<file path="config.mk">
export PLATFORM = sky130hd
export DESIGN_NAME = fixed_divider
export DESIGN_NICKNAME = d
export VERILOG_FILES = /design/src/rtl/fixed_divider.sv
export SDC_FILE = /design/constraint.sdc
export NUM_CORES = 1
export LEC_CHECK = 0
export ABC_CLOCK_PERIOD_IN_PS = 9100
export CORE_UTILIZATION = 34
export CTS_BUF_LIST = sky130_fd_sc_hd__clkbuf_8 sky130_fd_sc_hd__clkbuf_16
export DETAILED_ROUTE_END_ITERATION = 7
export GPL_TIMING_DRIVEN = 0
export PLACE_DENSITY = 0.59
export SYNTH_ARGS = -nofsm -noshare
export SYNTH_HDL_FRONTEND = slang
export SYNTH_SLANG_ARGS = --single-unit
</file>
<file path="constraint.sdc">
create_clock -name clk -period 9.1 [get_ports clk]
set_input_delay 1.365 -clock clk [delete_from_list [all_inputs] [get_ports clk]]
set_output_delay 1.365 -clock clk [all_outputs]
set_load 0.02 [all_outputs]
</file>
<file path="src/rtl/fixed_divider.sv">
// fixed_divider: iterative signed Q16.16 divider (radix-2 restoring, one quotient bit per cycle).
// Optional macro DIVIDER_ROUND_EN adds a guard iteration and rounds the magnitude half-up.
module fixed_divider #(
    parameter int WIDTH = 32,
    parameter int FRAC  = 16
) (
    input  logic             clk,
    input  logic             reset,
    input  logic             start,
    input  logic [WIDTH-1:0] num,
    input  logic [WIDTH-1:0] den,
    output logic [WIDTH-1:0] out,
    output logic             valid,
    output logic             busy,
    output logic             div_by_zero,
    output logic             overflow,
    output logic [1:0]       dbg_state
);

    localparam int DW = WIDTH + FRAC;
`ifdef DIVIDER_ROUND_EN
    localparam int ITER = DW + 1;
`else
    localparam int ITER = DW;
`endif
    localparam int CW = $clog2(ITER + 1);
    localparam int RW = ITER + 1;

    localparam logic [WIDTH-1:0] POS_MAX = {1'b0, {(WIDTH-1){1'b1}}};
    localparam logic [WIDTH-1:0] NEG_MIN = {1'b1, {(WIDTH-1){1'b0}}};

    typedef enum logic [1:0] {
        IDLE   = 2'd0,
        DIVIDE = 2'd1,
        DONE   = 2'd2,
        HOLD   = 2'd3
    } state_t;

    // Handshake: start is a pulse honoured only in IDLE (no queueing); valid is an
    // unconditional two-cycle strobe with no backpressure, flags qualify it.
    state_t           state_q, state_d;
    logic             sign_q, sign_d;
    logic             num_neg_q, num_neg_d;
    logic             dz_pend_q, dz_pend_d;
    logic [DW-1:0]    dividend_q, dividend_d;
    logic [WIDTH:0]   den_mag_q, den_mag_d;
    logic [WIDTH-1:0] rem_q, rem_d;
    logic [ITER-1:0]  quot_q, quot_d;
    logic [CW-1:0]    count_q, count_d;
    logic [WIDTH-1:0] out_q, out_d;
    logic             valid_q, valid_d;
    logic             busy_q, busy_d;
    logic             div_by_zero_q, div_by_zero_d;
    logic             overflow_q, overflow_d;

    logic [WIDTH-1:0] num_mag;
    logic [WIDTH-1:0] den_abs;
    logic [WIDTH:0]   rem_shift;
    logic             rem_ge;
    logic [RW-1:0]    q_rnd;
    logic [RW-1:0]    lim_pos;
    logic [RW-1:0]    lim_neg;
    logic [WIDTH-1:0] res_mag;

    // Magnitude of the most-negative operand is 2^(WIDTH-1), exact as an unsigned value.
    assign num_mag = num[WIDTH-1] ? (~num + 1'b1) : num;
    assign den_abs = den[WIDTH-1] ? (~den + 1'b1) : den;

    assign rem_shift = {rem_q, dividend_q[DW-1]};
    assign rem_ge    = (rem_shift >= den_mag_q);

`ifdef DIVIDER_ROUND_EN
    assign q_rnd = ({1'b0, quot_q} + RW'(1)) >> 1;
`else
    assign q_rnd = {1'b0, quot_q};
`endif

    assign lim_pos = RW'(POS_MAX);
    assign lim_neg = RW'(NEG_MIN);
    assign res_mag = q_rnd[WIDTH-1:0];

    always_comb begin
        state_d       = state_q;
        sign_d        = sign_q;
        num_neg_d     = num_neg_q;
        dz_pend_d     = dz_pend_q;
        dividend_d    = dividend_q;
        den_mag_d     = den_mag_q;
        rem_d         = rem_q;
        quot_d        = quot_q;
        count_d       = count_q;
        out_d         = out_q;
        valid_d       = valid_q;
        busy_d        = busy_q;
        div_by_zero_d = div_by_zero_q;
        overflow_d    = overflow_q;

        case (state_q)
            IDLE: begin
                valid_d = 1'b0;
                busy_d  = 1'b0;
                if (start) begin
                    sign_d        = num[WIDTH-1] ^ den[WIDTH-1];
                    num_neg_d     = num[WIDTH-1];
                    dividend_d    = {num_mag, {FRAC{1'b0}}};
                    den_mag_d     = {1'b0, den_abs};
                    rem_d         = '0;
                    quot_d        = '0;
                    count_d       = CW'(ITER);
                    div_by_zero_d = 1'b0;
                    overflow_d    = 1'b0;
                    busy_d        = 1'b1;
                    if (den == '0) begin
                        dz_pend_d = 1'b1;
                        state_d   = DONE;
                    end else begin
                        dz_pend_d = 1'b0;
                        state_d   = DIVIDE;
                    end
                end
            end

            DIVIDE: begin
                // Remainder stays below |den| <= 2^(WIDTH-1), so WIDTH bits hold it.
                dividend_d = {dividend_q[DW-2:0], 1'b0};
                rem_d      = rem_ge ? WIDTH'(rem_shift - den_mag_q) : WIDTH'(rem_shift);
                quot_d     = {quot_q[ITER-2:0], rem_ge};
                count_d    = count_q - CW'(1);
                if (count_q == CW'(1)) begin
                    state_d = DONE;
                end
            end

            DONE: begin
                valid_d = 1'b1;
                state_d = HOLD;
                if (dz_pend_q) begin
                    out_d         = num_neg_q ? NEG_MIN : POS_MAX;
                    div_by_zero_d = 1'b1;
                    overflow_d    = 1'b0;
                end else if (sign_q) begin
                    if (q_rnd > lim_neg) begin
                        out_d      = NEG_MIN;
                        overflow_d = 1'b1;
                    end else begin
                        out_d = -res_mag;
                    end
                end else begin
                    if (q_rnd > lim_pos) begin
                        out_d      = POS_MAX;
                        overflow_d = 1'b1;
                    end else begin
                        out_d = res_mag;
                    end
                end
            end

            HOLD: begin
                valid_d = 1'b1;
                state_d = IDLE;
            end

            default: begin
                state_d = IDLE;
            end
        endcase
    end

    always_ff @(posedge clk) begin
        if (reset) begin
            state_q       <= IDLE;
            sign_q        <= 1'b0;
            num_neg_q     <= 1'b0;
            dz_pend_q     <= 1'b0;
            dividend_q    <= '0;
            den_mag_q     <= '0;
            rem_q         <= '0;
            quot_q        <= '0;
            count_q       <= '0;
            out_q         <= '0;
            valid_q       <= 1'b0;
            busy_q        <= 1'b0;
            div_by_zero_q <= 1'b0;
            overflow_q    <= 1'b0;
        end else begin
            state_q       <= state_d;
            sign_q        <= sign_d;
            num_neg_q     <= num_neg_d;
            dz_pend_q     <= dz_pend_d;
            dividend_q    <= dividend_d;
            den_mag_q     <= den_mag_d;
            rem_q         <= rem_d;
            quot_q        <= quot_d;
            count_q       <= count_d;
            out_q         <= out_d;
            valid_q       <= valid_d;
            busy_q        <= busy_d;
            div_by_zero_q <= div_by_zero_d;
            overflow_q    <= overflow_d;
        end
    end

    assign out         = out_q;
    assign valid       = valid_q;
    assign busy        = busy_q;
    assign div_by_zero = div_by_zero_q;
    assign overflow    = overflow_q;
    assign dbg_state   = state_q;

endmodule
</file>
==> results of run 1 <==
[cells by family (layout without fill, tap and decap cells)]
logic type	count (synthesis)	count (layout)
xor+xnor	92	92
other cells	0	1
buf+inv	149	282
mux	23	23
fa+ha+maj	43	43
simple gates	520	520
flops	191	191
compound gates	428	428
[worst max-delay path, stage by stage]
cell	delay [ps]
clkdlybuf4s50_1	490
or4_1	590
or4_4	550
or3_1	400
or4_4	460
o41ai_2	240
xor2_1	110
a211o_1	300
a21oi_1	130
[how the worst min path moves through the flow]
| stage | start | slack, ps | cells after the start | to |
|---|---|---|---|---|
| final | dividend_q[23] | 450 | 2 | dividend_q[23] |
| after floorplan | dividend_q[45] | 430 | 2 | dividend_q[45] |
| after global placement | dividend_q[32] | 440 | 2 | dividend_q[32] |
| after CTS | dividend_q[34] | 450 | 2 | dividend_q[34] |
| after detailed placement | dividend_q[37] | 440 | 2 | dividend_q[37] |
| after global routing | dividend_q[34] | 470 | 2 | dividend_q[34] |
[cell usage in the layout (no fill, tap or decap), types with 51 or more instances in the layout]
cell type,Yosys,final
nor2_1,169,169
clkbuf_1,84,84
dfxtp_1,191,191
xor2_1,61,61
inv_1,55,55
nor3_1,55,55
nand2_1,178,178
o21ai_0,92,92
a211oi_1,51,51
clkdlybuf4s50_1,0,102
a21oi_1,98,98
[flip-flops by register name (all words and copies together), names as in the netlist]
name / cells
sign_q: 1
dividend_q: 32
valid: 1
out: 32
dz_pend_q: 1
count_q: 6
dbg_state: 2
den_mag_q: 32
busy: 1
overflow: 1
div_by_zero: 1
num_neg_q: 1
quot_q: 48
rem_q: 32
[synthesized netlist by cell type, types with 3 or more instances]
cell / count / area (µm²)
nor2_1: 169 / 634
or2_2: 7 / 43.8
dfxtp_1: 191 / 3820
o31ai_1: 20 / 150
a211oi_1: 51 / 383
or3_1: 15 / 93.8
xor2_1: 61 / 534
o21ai_1: 5 / 25.0
a22o_1: 3 / 26.3
o21a_1: 8 / 60.1
a31o_2: 3 / 26.3
or4_1: 10 / 75.1
nor3b_1: 4 / 30.0
inv_1: 55 / 206
clkbuf_1: 84 / 315
o41ai_1: 10 / 87.6
o31a_1: 3 / 26.3
nand2_1: 178 / 668
nor2b_1: 8 / 50.1
a21o_1: 18 / 135
nand2b_1: 14 / 87.6
nand4b_1: 4 / 35.0
a22oi_1: 49 / 368
a311oi_1: 4 / 35.0
a21oi_1: 98 / 490
nor4_1: 12 / 75.1
nand3_1: 14 / 70.1
a31oi_1: 8 / 50.1
and2_1: 5 / 31.3
o211ai_1: 19 / 143
a32oi_1: 13 / 114
a221oi_1: 6 / 52.6
nor3_1: 55 / 275
o21bai_1: 5 / 37.5
ha_1: 42 / 526
o21ai_0: 92 / 460
buf_1: 5 / 18.8
or4_4: 3 / 33.8
mux2i_1: 23 / 230
nand4_1: 13 / 81.3
xnor2_1: 31 / 272
[power by group through the flow]
stage / logic (µW) / clock network [µW] / registers, µW
2_1_floorplan: 867 / 0 / 1140
3_3_place_gp: 1370 / 0 / 1100
3_5_place_dp: 1380 / 0 / 1100
4_1_cts: 1390 / 763 / 1080
5_1_grt: 1550 / 799 / 1100
6_report: 1390 / 751 / 1080
[metrics by stage]
stage | total power (µW) | utilization (%) | hold slack, ps | worst slack [ps]
floorplan | 2010 | - | 429 | 5030
global placement | 2470 | 39.3 | 438 | 4400
detailed placement | 2480 | 39.3 | 444 | 4380
CTS | 3230 | 41.0 | 454 | 4850
global route | 3450 | 41.1 | 468 | 4690
finish | 3230 | 41.1 | 452 | 4840
[final cells by class]
| type | instances | area (µm²) |
|---|---|---|
| fillers | 3328 | 19100 |
| multi-input cells | 1106 | 6780 |
| flip-flops and latches | 191 | 3820 |
| repair buffers | 102 | 1020 |
| well taps | 442 | 553 |
| clock buffers | 18 | 439 |
| plain buffers | 93 | 363 |
| inverters | 56 | 210 |
| clock inverters | 13 | 128 |
| diodes | 1 | 2.50 |
[per-layer routing]
metal	up-vias	global-route usage [%]	part of all wire, %
met2	294	34.8	47
li1	5408	-	-
met3	32	3.85	4.7
met4	0	6.47	1.8
met5	-	0	0
met1	5117	26.5	47
==> results_dict.tcl, run 1 <==
set metrics [dict create \
    status "complete, no violations" \
    place_area_mm2 0.0128 \
    p_per_area_mw_per_mm2 242 \
    final_cells 2022 \
    synth_top_family_by_area "compound AO/OA/AOI/OAI gates" \
    critPathKind "in2reg" \
    cts_root_buf "clkbuf_16" \
    critPathMaxFanout 5 \
    dp_cells 1990 \
    synth-seq-cells 191 \
    synth_warnings 0 \
    htreeDepth 4 \
    fp.dieArea_mm2 0.0336 \
    rsz0062_at_grt "no" \
    power.internal_uw 1880 \
    grt_pass1_vias 10500 \
    wl_um 34100 \
    final_hold_viol_count 0 \
    clk_pin_slew_ps 70 \
    synthMuxAreaShare_pct 2.06 \
    p_sw_share_pct 41.9 \
    chipHeight_um 183 \
    cp.arrival_ps 4630 \
    required_ps 9470 \
    final_cell_area_mm2 0.0133 \
    hpwlAfterDp_um 25500 \
    period_share_pct 46.9 \
    grt.total_usage_pct 20.6 \
    finalMaxSlewViolations 0 \
    drt_iter0_drc 843 \
    syn_nets 1556 \
    slew_headroom_pct 22.4 \
    rr_worst_depth 12 \
    worstHoldPathType "reg2reg" \
    tightestPinTransition_ps 1160 \
    pwr-share-comb_pct 43.2 \
    rrSetupSlack_ps 5410 \
    clk_latency_ps 450 \
    synth-xor-area-share_pct 7.21 \
    core_area_mm2 0.0325 \
    pwr-share-seq_pct 33.5 \
    netlist_area_mm2 0.0112 \
    area_delta_synth_final_pct 19.2 \
    ys.flop_type "dfxtp_1" \
    portBuffers 102 \
    cts_setup_buffers 0 \
    antenna_found_initial 1 \
    avgSynthCellArea_um2 7.73 \
    postCtsHoldBufs 0 \
    synthArstFlopShare_pct 0 \
    ant_nets 0 \
    dr.pass1.iters 8 \
    numCtsBuffers 17 \
    rows 66 \
    cts_tree "done" \
    peakVddDrop_mv 0.144 \
    num_vias 10900 \
    cp-end-kind "flop" \
    grt_max_degree 18 \
    layout-drive-gt1-share_pct 3.74 \
    drv_cap 0 \
    endpoint "dividend_q[45]" \
    clockPowerShare_pct 23.3 \
    yosysSeqAreaShare_pct 34.2 \
    synth-simple-area-share_pct 21.2 \
    max_clock_freq_ghz 0.235 \
    finalSetupTns_ps 0 \
    die_w_um 183 \
    synth_edf_count 0 \
    drc 0 \
    timing.rr.end "rem_q[19]" \
    cts-resized-gates 0 \
    synthAdderAreaFrac_pct 4.88 \
    clock_sinks 191 \
    start_kind "primary input" \
    start_util_pct 34.4 \
    io_pins 105 \
    via_per_inst 5.37 \
    grt_overflow 0 \
    grt_pass1_wl_um 55000 \
    gp_congestion 0.895 \
    crit_path_start "num[6]" \
    nets 1677 \
    yosysUniqueCellTypes 65 \
    r2r-start "den_mag_q[1]" \
    clock_skew_ps 13.9 \
    wl_per_cell_um 16.9 \
    clk_path_buf_depth 2 \
    synth_compound_area_share_pct 25.3 \
    netlist_instances 1446 \
    setup_viol 0 \
    switchingPower_uw 1350 \
    power_leakage_uw 0.00490 \
    fin_crit_ps 4260 \
]
No activity file was read; power rests on OpenSTA's default activity.
==> run 2, diff against run 1 <==
Settings changed: ABC_CLOCK_PERIOD_IN_PS 9100 to 4100.
Clock period 9.1 ns to 4.1 ns, I/O delays scaled along.
==> results of run 2 <==
The final DEF is identical to that of run 1. Status: complete, no violations.
Main changes from that run: setup slack after placement 4380 ps -> 129 ps; setup slack after layout 4840 ps -> 407 ps; start point of the critical path num[6] -> den_mag_q[1]; end point of the critical path dividend_q[45] -> rem_q[19]; register-to-register setup slack 5410 ps -> 410 ps; total power 3230 µW -> 7160 µW; worst IR drop on VDD 0.144 mV -> 0.320 mV
==> run 3, diff against run 2 <==
Settings changed: SETUP_SLACK_MARGIN set to 0.5.
==> run 3 against run 2 <==
  * Power up 0.14%
  * Sequential share of layout area down 0.12 points
  * Wire length about the same
  * Utilization up 0.17 points
  * Cell area up 0.40%
  * Non-clock buffer count up 4
  * Worst hold slack about the same
  * Largest cell class unchanged
  * Sequential power about the same
  * Global-route usage unchanged
  * Register-to-register slack better by 310 ps
  * Flip-flop and latch count unchanged
  * Clock power about the same
==> results_dict.tcl, run 3 (synthesis gave the netlist of run 1 again) <==
set metrics [dict create \
    status "complete, no violations" \
    clk_latency_ps 450 \
    worstHoldPathType "reg2reg" \
    antenna_found_initial 1 \
    fp.dieArea_mm2 0.0336 \
    critPathKind "in2reg" \
    clockPowerShare_pct 23.2 \
    die_w_um 183 \
    pwr-share-seq_pct 33.5 \
    finalMaxSlewViolations 0 \
    power_leakage_uw 0.00493 \
    final_common_cell "dfxtp_1" \
    ant_nets 0 \
    dr.pass1.iters 5 \
    largest_reg_flops 48 \
    grt.total_usage_pct 20.6 \
    final_hold_viol_count 0 \
    drv_cap 0 \
    wl_per_cell_um 16.8 \
    required_ps 4470 \
    rows 66 \
    pwr-share-comb_pct 43.3 \
    wl_um 34100 \
    nets 1681 \
    hpwlAfterDp_um 25500 \
    cp-end-kind "flop" \
    chipHeight_um 183 \
    p_sw_share_pct 41.8 \
    max_clock_freq_ghz 0.287 \
    clock_sinks 191 \
    grt_pass1_wl_um 55000 \
    via_per_inst 5.36 \
    clk_pin_slew_ps 70 \
    core_area_mm2 0.0325 \
    gp_congestion 0.895 \
    rsz0062_at_grt "yes" \
    setup_viol 0 \
    area_delta_synth_final_pct 19.7 \
    htreeDepth 4 \
    clk_path_buf_depth 2 \
    final_cell_area_mm2 0.0134 \
    clock_skew_ps 14.0 \
    portBuffers 102 \
    numCtsBuffers 17 \
    cts_tree "done" \
    num_vias 10900 \
    drt_iter0_drc 790 \
    p_per_area_mw_per_mm2 536 \
    start_kind "primary input" \
    io_pins 105 \
    grt_overflow 0 \
    peakVddDrop_mv 0.319 \
    start_util_pct 34.4 \
    drc 0 \
    post-route-util_pct 41.2 \
    fin_crit_ps 3490 \
    cp.arrival_ps 3850 \
    final_cell_mix "191 x dfxtp_1, 178 x nand2_1, 169 x nor2_1" \
    slew_headroom_pct 23.4 \
    critPathMaxFanout 5 \
    tightestPinTransition_ps 1150 \
    place_area_mm2 0.0128 \
    grt_max_degree 18 \
    switchingPower_uw 3000 \
    power.internal_uw 4170 \
    regMostFlops "quot_q" \
    layout-drive-gt1-share_pct 4.42 \
    cts_root_buf "clkbuf_16" \
    finalSetupTns_ps 0 \
    rrSetupSlack_ps 720 \
    period_share_pct 85.0 \
    grt_pass1_vias 10500 \
]
==> run 3: power by group through the flow <==
stage	registers, µW	clock network [µW]	logic [µW]
4_1_cts	2400	1690	3080
6_report	2400	1660	3110
2_1_floorplan	2530	0	1920
5_1_grt	2440	1770	3450
3_3_place_gp	2440	0	3050
3_5_place_dp	2440	0	3070
==> run 3: critical path: stages <==
cell             delay (ps)
clkdlybuf4s50_1         490
or4_4                   560
or4_4                   540
or3_1                   400
or4_4                   460
o41ai_2                 240
xor2_1                  110
a211o_1                 300
a21oi_1                 130
==> run 3: through the flow <==
stage | std cells | power (µW) | worst slack (ps) | hold WS (ps)
6_report | 2026 | 7170 | 614 | 452
5_1_grt | 2026 | 7670 | 475 | 468
3_3_place_gp | 1990 | 5480 | 149 | 438
2_1_floorplan | 1446 | 4460 | 779 | 429
3_5_place_dp | 1990 | 5510 | 129 | 444
4_1_cts | 2021 | 7180 | 513 | 454
==> run 3: final cells by class <==
type                            instances  area, µm²
Clock buffer                           18        439
Tap cell                              442        553
Timing Repair Buffer                  106       1050
Antenna cell                            1       2.50
Sequential cell                       191       3820
Inverter                               56        210
Multi-Input combinational cell       1106       6800
Fill cell                            3319      19100
Clock inverter                         13        128
Buffer                                 93        368
==> run 3: timing repair <==
action	CTS	global route
endpoints found under the setup margin	10	41
pin swaps	0	2
gates cloned	0	0
setup buffers	0	4
resized for setup	1	12
hold buffers	0	0
==> run 3: layer usage <==
layer  track usage, %  wire [µm]  vias up
met2             34.8      16100      269
li1                 -          -     5418
met4             6.47        646        0
met5                0          0        -
met3             3.85       1480       32
met1             26.5      15900     5137
==> run 3: path summary, 6_finish.rpt <==
check / from / to / cells past startpoint
setup / recovery: num[6] / dividend_q[45] / 9
setup reg to reg: quot_q[19] / out[7] / 10
hold reg to reg: dividend_q[23] / dividend_q[23] / 2
hold / removal: dividend_q[23] / dividend_q[23] / 2
